[config.mk]
export PLATFORM = sky130hd
export DESIGN_NAME = pipe_mux_n_to_1
export DESIGN_NICKNAME = d
export VERILOG_FILES = /design/src/rtl/mux_pkg.sv /design/src/rtl/mux_n_to_1_core.sv /design/src/rtl/pipe_mux_n_to_1.sv
export SDC_FILE = /design/constraint.sdc
export NUM_CORES = 1
export LEC_CHECK = 0
export BUFFER_PORTS_ARGS = -buffer_cell sky130_fd_sc_hd__buf_2
export CORE_MARGIN = 10
export CORE_UTILIZATION = 41
export CTS_BUF_LIST = sky130_fd_sc_hd__clkbuf_4 sky130_fd_sc_hd__clkbuf_8
export DETAILED_ROUTE_END_ITERATION = 8
export GPL_ROUTABILITY_DRIVEN = 0
export PLACE_DENSITY = 0.85
export SLEW_MARGIN = 25
export SYNTH_ARGS = -nofsm -noshare
export SYNTH_HDL_FRONTEND = slang
export SYNTH_SLANG_ARGS = --single-unit
[constraint.sdc]
create_clock -name clk -period 1.8 [get_ports clk]
set_input_delay 0.09 -clock clk [delete_from_list [all_inputs] [get_ports clk]]
set_output_delay 0.09 -clock clk [all_outputs]
set_load 0.005 [all_outputs]
[src/rtl/mux_pkg.sv]
// Shared defaults and error-count types for the pipelined N:1 mux.
package mux_pkg;

  localparam int DEF_WORD_WIDTH = 32;
  localparam int DEF_NUM_INPUTS = 4;

  typedef logic [7:0] err_cnt_t;
  localparam err_cnt_t ERR_CNT_MAX = 8'hFF;

  // Saturating increment: holds at ERR_CNT_MAX instead of wrapping to zero.
  function automatic err_cnt_t err_cnt_inc(input err_cnt_t c);
    return (c == ERR_CNT_MAX) ? c : c + 8'd1;
  endfunction

endpackage

[src/rtl/mux_n_to_1_core.sv]
// Combinational N:1 word select. An out-of-range select matches no input
// and therefore yields an all-zero word.
module mux_n_to_1_core
  import mux_pkg::*;
#(
  parameter int WORD_WIDTH = DEF_WORD_WIDTH,
  parameter int NUM_INPUTS = DEF_NUM_INPUTS,
  parameter int SEL_WIDTH  = (NUM_INPUTS > 1) ? $clog2(NUM_INPUTS) : 1
) (
  input  logic [SEL_WIDTH-1:0]             sel_i,
  input  logic [NUM_INPUTS*WORD_WIDTH-1:0] data_i,
  output logic [WORD_WIDTH-1:0]            data_o
);

  logic [NUM_INPUTS-1:0][WORD_WIDTH-1:0] masked;

  // Each input is gated by its own decode; at most one survives.
  for (genvar k = 0; k < NUM_INPUTS; k++) begin : g_in
    assign masked[k] = (sel_i == SEL_WIDTH'(k)) ? data_i[k*WORD_WIDTH +: WORD_WIDTH] : '0;
  end

  // OR-reduce the gated words into the selected one.
  always_comb begin
    data_o = '0;
    for (int k = 0; k < NUM_INPUTS; k++) data_o = data_o | masked[k];
  end

endmodule

[src/rtl/pipe_mux_n_to_1.sv]
// Registered N:1 mux with valid/ready handshake and flush.
// Optional select range checking (sticky flag + saturating counter) is
// built only when PIPE_MUX_SEL_CHECK_EN is defined.
module pipe_mux_n_to_1
  import mux_pkg::*;
#(
  parameter int WORD_WIDTH = DEF_WORD_WIDTH,
  parameter int NUM_INPUTS = DEF_NUM_INPUTS,
  parameter int SEL_WIDTH  = (NUM_INPUTS > 1) ? $clog2(NUM_INPUTS) : 1
) (
  input  logic                             clk,
  input  logic                             rst_n,
  input  logic [SEL_WIDTH-1:0]             select,
  input  logic [NUM_INPUTS*WORD_WIDTH-1:0] inp,
  input  logic                             in_valid,
  output logic                             in_ready,
  input  logic                             flush,
  output logic [WORD_WIDTH-1:0]            out,
  output logic                             out_valid,
  input  logic                             out_ready,
  output logic                             sel_err,
  output err_cnt_t                         err_count
);

  logic [WORD_WIDTH-1:0] sel_word;
  logic [WORD_WIDTH-1:0] out_q;
  logic                  valid_q, valid_d;
  logic                  accept;

  mux_n_to_1_core #(
    .WORD_WIDTH(WORD_WIDTH),
    .NUM_INPUTS(NUM_INPUTS),
    .SEL_WIDTH (SEL_WIDTH)
  ) u_core (
    .sel_i (select),
    .data_i(inp),
    .data_o(sel_word)
  );

  // The slot is free when empty or being drained this cycle.
  assign in_ready = !valid_q || out_ready;
  assign accept   = in_valid && in_ready && !flush;

  // Flush wins over accept; a consume without a refill empties the slot.
  always_comb begin
    valid_d = valid_q;
    if (flush)          valid_d = 1'b0;
    else if (accept)    valid_d = 1'b1;
    else if (out_ready) valid_d = 1'b0;
  end

  // Output word only changes on accept, so it holds across stalls and flush.
  always_ff @(posedge clk or negedge rst_n) begin
    if (!rst_n) begin
      out_q   <= '0;
      valid_q <= 1'b0;
    end else begin
      valid_q <= valid_d;
      if (accept) out_q <= sel_word;
    end
  end

  assign out       = out_q;
  assign out_valid = valid_q;

`ifdef PIPE_MUX_SEL_CHECK_EN
  logic     sel_err_q;
  err_cnt_t err_cnt_q;
  logic     sel_oor;

  assign sel_oor = int'(select) >= NUM_INPUTS;

  // Sticky flag and saturating count of accepts with an out-of-range select.
  always_ff @(posedge clk or negedge rst_n) begin
    if (!rst_n) begin
      sel_err_q <= 1'b0;
      err_cnt_q <= '0;
    end else if (accept && sel_oor) begin
      sel_err_q <= 1'b1;
      err_cnt_q <= err_cnt_inc(err_cnt_q);
    end
  end

  assign sel_err   = sel_err_q;
  assign err_count = err_cnt_q;
`else
  assign sel_err   = 1'b0;
  assign err_count = '0;
`endif

endmodule
==> flow_summary.yaml <==
status:
  status: "finished, final reports clean"
timing:
  hold_viol: 0
  fmax_ghz: 0.643
  min_period_over_period_pct: 86.3
  setup_viol: 0
  drv_slew: 0
  max_slew_margin_pct: 51.7
  tightest_slew_ps: 725
  setup-tns-final_ps: 0
  period_minus_slack_ps: 1550
  rsz0062_at_grt: "no"
  hold_ws_ps: 17.9
  fin_worst_skew_ps: 2.93
placement:
  io_buffer_count: 168
  hpwlAfterDp_um: 6250
logic_synthesis:
  async_reset_ff_share_pct: 100
  syn_avg_cell_area_um2: 18.3
  yosysSeqAreaShare_pct: 36.7
  ys_ff_latch: 33
  yosys_warnings: 0
  syn_inst: 123
  synth_area_mm2: 0.00225
  ys_types: 16
  synthFlopType: "dfrtp_1"
  synth_edf_count: 0
finish:
  final_common_cell: "buf_2"
  drive_gt1_share_pct: 83.2
  final_cell_mix: "buf_2, dfrtp_1, mux4_2"
  area_growth_pct: 42.7
  nets: 426
  diodes: 0
die:
  core_mm2: 0.00520
  io_pins: 178
  start_util_pct: 43.2
  num_rows: 26
  die_area_mm2: 0.00884
  die_h_um: 94.0
  die_x_um: 94.0
grt:
  grt-ovfl-total: 0
  grt_pass1_vias: 2245
  antenna_found_initial: 0
  track_usage_pct: 16.3
  grt_max_degree: 34
  grt_pass1_wl_um: 11500
setup_path:
  crit_type: "reg -> reg"
  arrival_ps: 1710
  slowest_stage: "dfrtp_1"
  worstSetupStartpointType: "register"
  endpoint_kind: "register"
  cp_data_required_time_ps: 1960
  crit_fanout: 32
  max_stage_delay_ps: 380
  critPathBufInv: 1
  cp_cell_sequence: "nor2b_1 -> nor3b_4 -> buf_12 -> mux2_2"
  cp_top_family: "simple AND/OR/NAND/NOR gates"
clock_tree:
  cts_buffers: 5
  post_cts_resized: 0
  clkLatencyLatePin_ps: 270
  clk_path_buf_depth: 2
  cts_tree: "done"
  cts_sinks: 33
  clk_pin_slew_ps: 70
  ctsHtreeMaxLevel: 2
  cts_root_buf: "clkbuf_8"
detailed_routing:
  vias: 1823
  drc_errors: 0
  wl_um: 7420
  drtPass1Iterations: 4
  viasPerCell: 5.04
  wire_per_inst_um: 20.5
  drt_iter0_markers: 78
  ant_nets: 0
power_and_ir_drop:
  leakagePower_uw: 0.00162
  vdd_drop_max_mv: 0.449
  powerDensity_mw_per_mm2: 789
flow_run:
  cap_violations: 0
worst_hold_path:
  min_path_type: "in -> reg"
==> state kept, by name, indices dropped and copies added, names as in the netlist <==
signal / cells
out_valid: 1
out: 32
==> cell families (layout without fill, tap and decap cells) <==
kind of cell  Yosys count  in the layout  synth area share, %
buf+inv                21            182                 8.63
other cells             1              9                0.167
simple gates            4              4                 1.17
mux                    64             64                 53.3
flops                  33             33                 36.7
==> metal layers <==
| layer | wire length, um | vias to the layer above | GRT usage, % |
|---|---|---|---|
| li1 | - | 806 | - |
| met3 | 681 | 2 | 5.28 |
| met1 | 2750 | 889 | 17.4 |
| met4 | 35 | 0 | 4.18 |
| met5 | 0 | - | 0 |
| met2 | 3960 | 126 | 29.9 |
==> synthesized netlist by cell type, types with 2 or more instances <==
cell type,count,area (um2)
buf_12,3,60.1
buf_4,9,67.6
buf_6,4,45.0
clkbuf_1,2,7.51
dfrtp_1,33,826
mux2_2,3,33.8
mux2_4,29,435
mux4_1,2,52.6
mux4_2,30,676
nor2_1,2,7.51
==> power by group <==
part	internal [uW]	switching [uW]
sequential	902	90.1
combinational	539	283
clock	466	249
total	1910	622
==> stage by stage <==
stage                     utilization (%)  setup WS [ps]  power (uW)  instances  area (um2)
after detailed placement             59.1            249        1830        353        3080
after global placement               59.1            316        1800        353        3080
after global routing                 61.6            167        2680        362        3210
after floorplan                         -            253        1460        131        2280
after CTS                            61.6            234        2570        362        3210
final                                61.6            246        2530        362        3210
==> path summary, 6_finish.rpt <==
path,startpoint,end,slack (ps),depth (start not counted)
hold / removal,flush,out_valid,20,2
setup reg to reg,out_valid,out[30],250,4
min in group asynchronous,rst_n,out[16],410,2
max in group asynchronous,rst_n,out[4],920,2
hold reg to reg,out[20],out[20],510,1
setup / recovery,out_valid,out[30],250,4
==> what timing repair did <==
item | CTS | global route
setup buffers | 0 | 0
hold buffers | 1 | 0
hold endpoints to repair | 33 | 0
endpoints found under the setup margin | 0 | 0
==> cell type report <==
class                   instances  area (um2)
well taps                      70        87.6
clock inverters                 1        30.0
fillers                       412        2000
multi-input cells              77        1260
clock buffers                   7        90.1
flip-flops and latches         33         826
inverters                       1        3.75
repair buffers                173         906
Power figures use the tool's default switching activity.
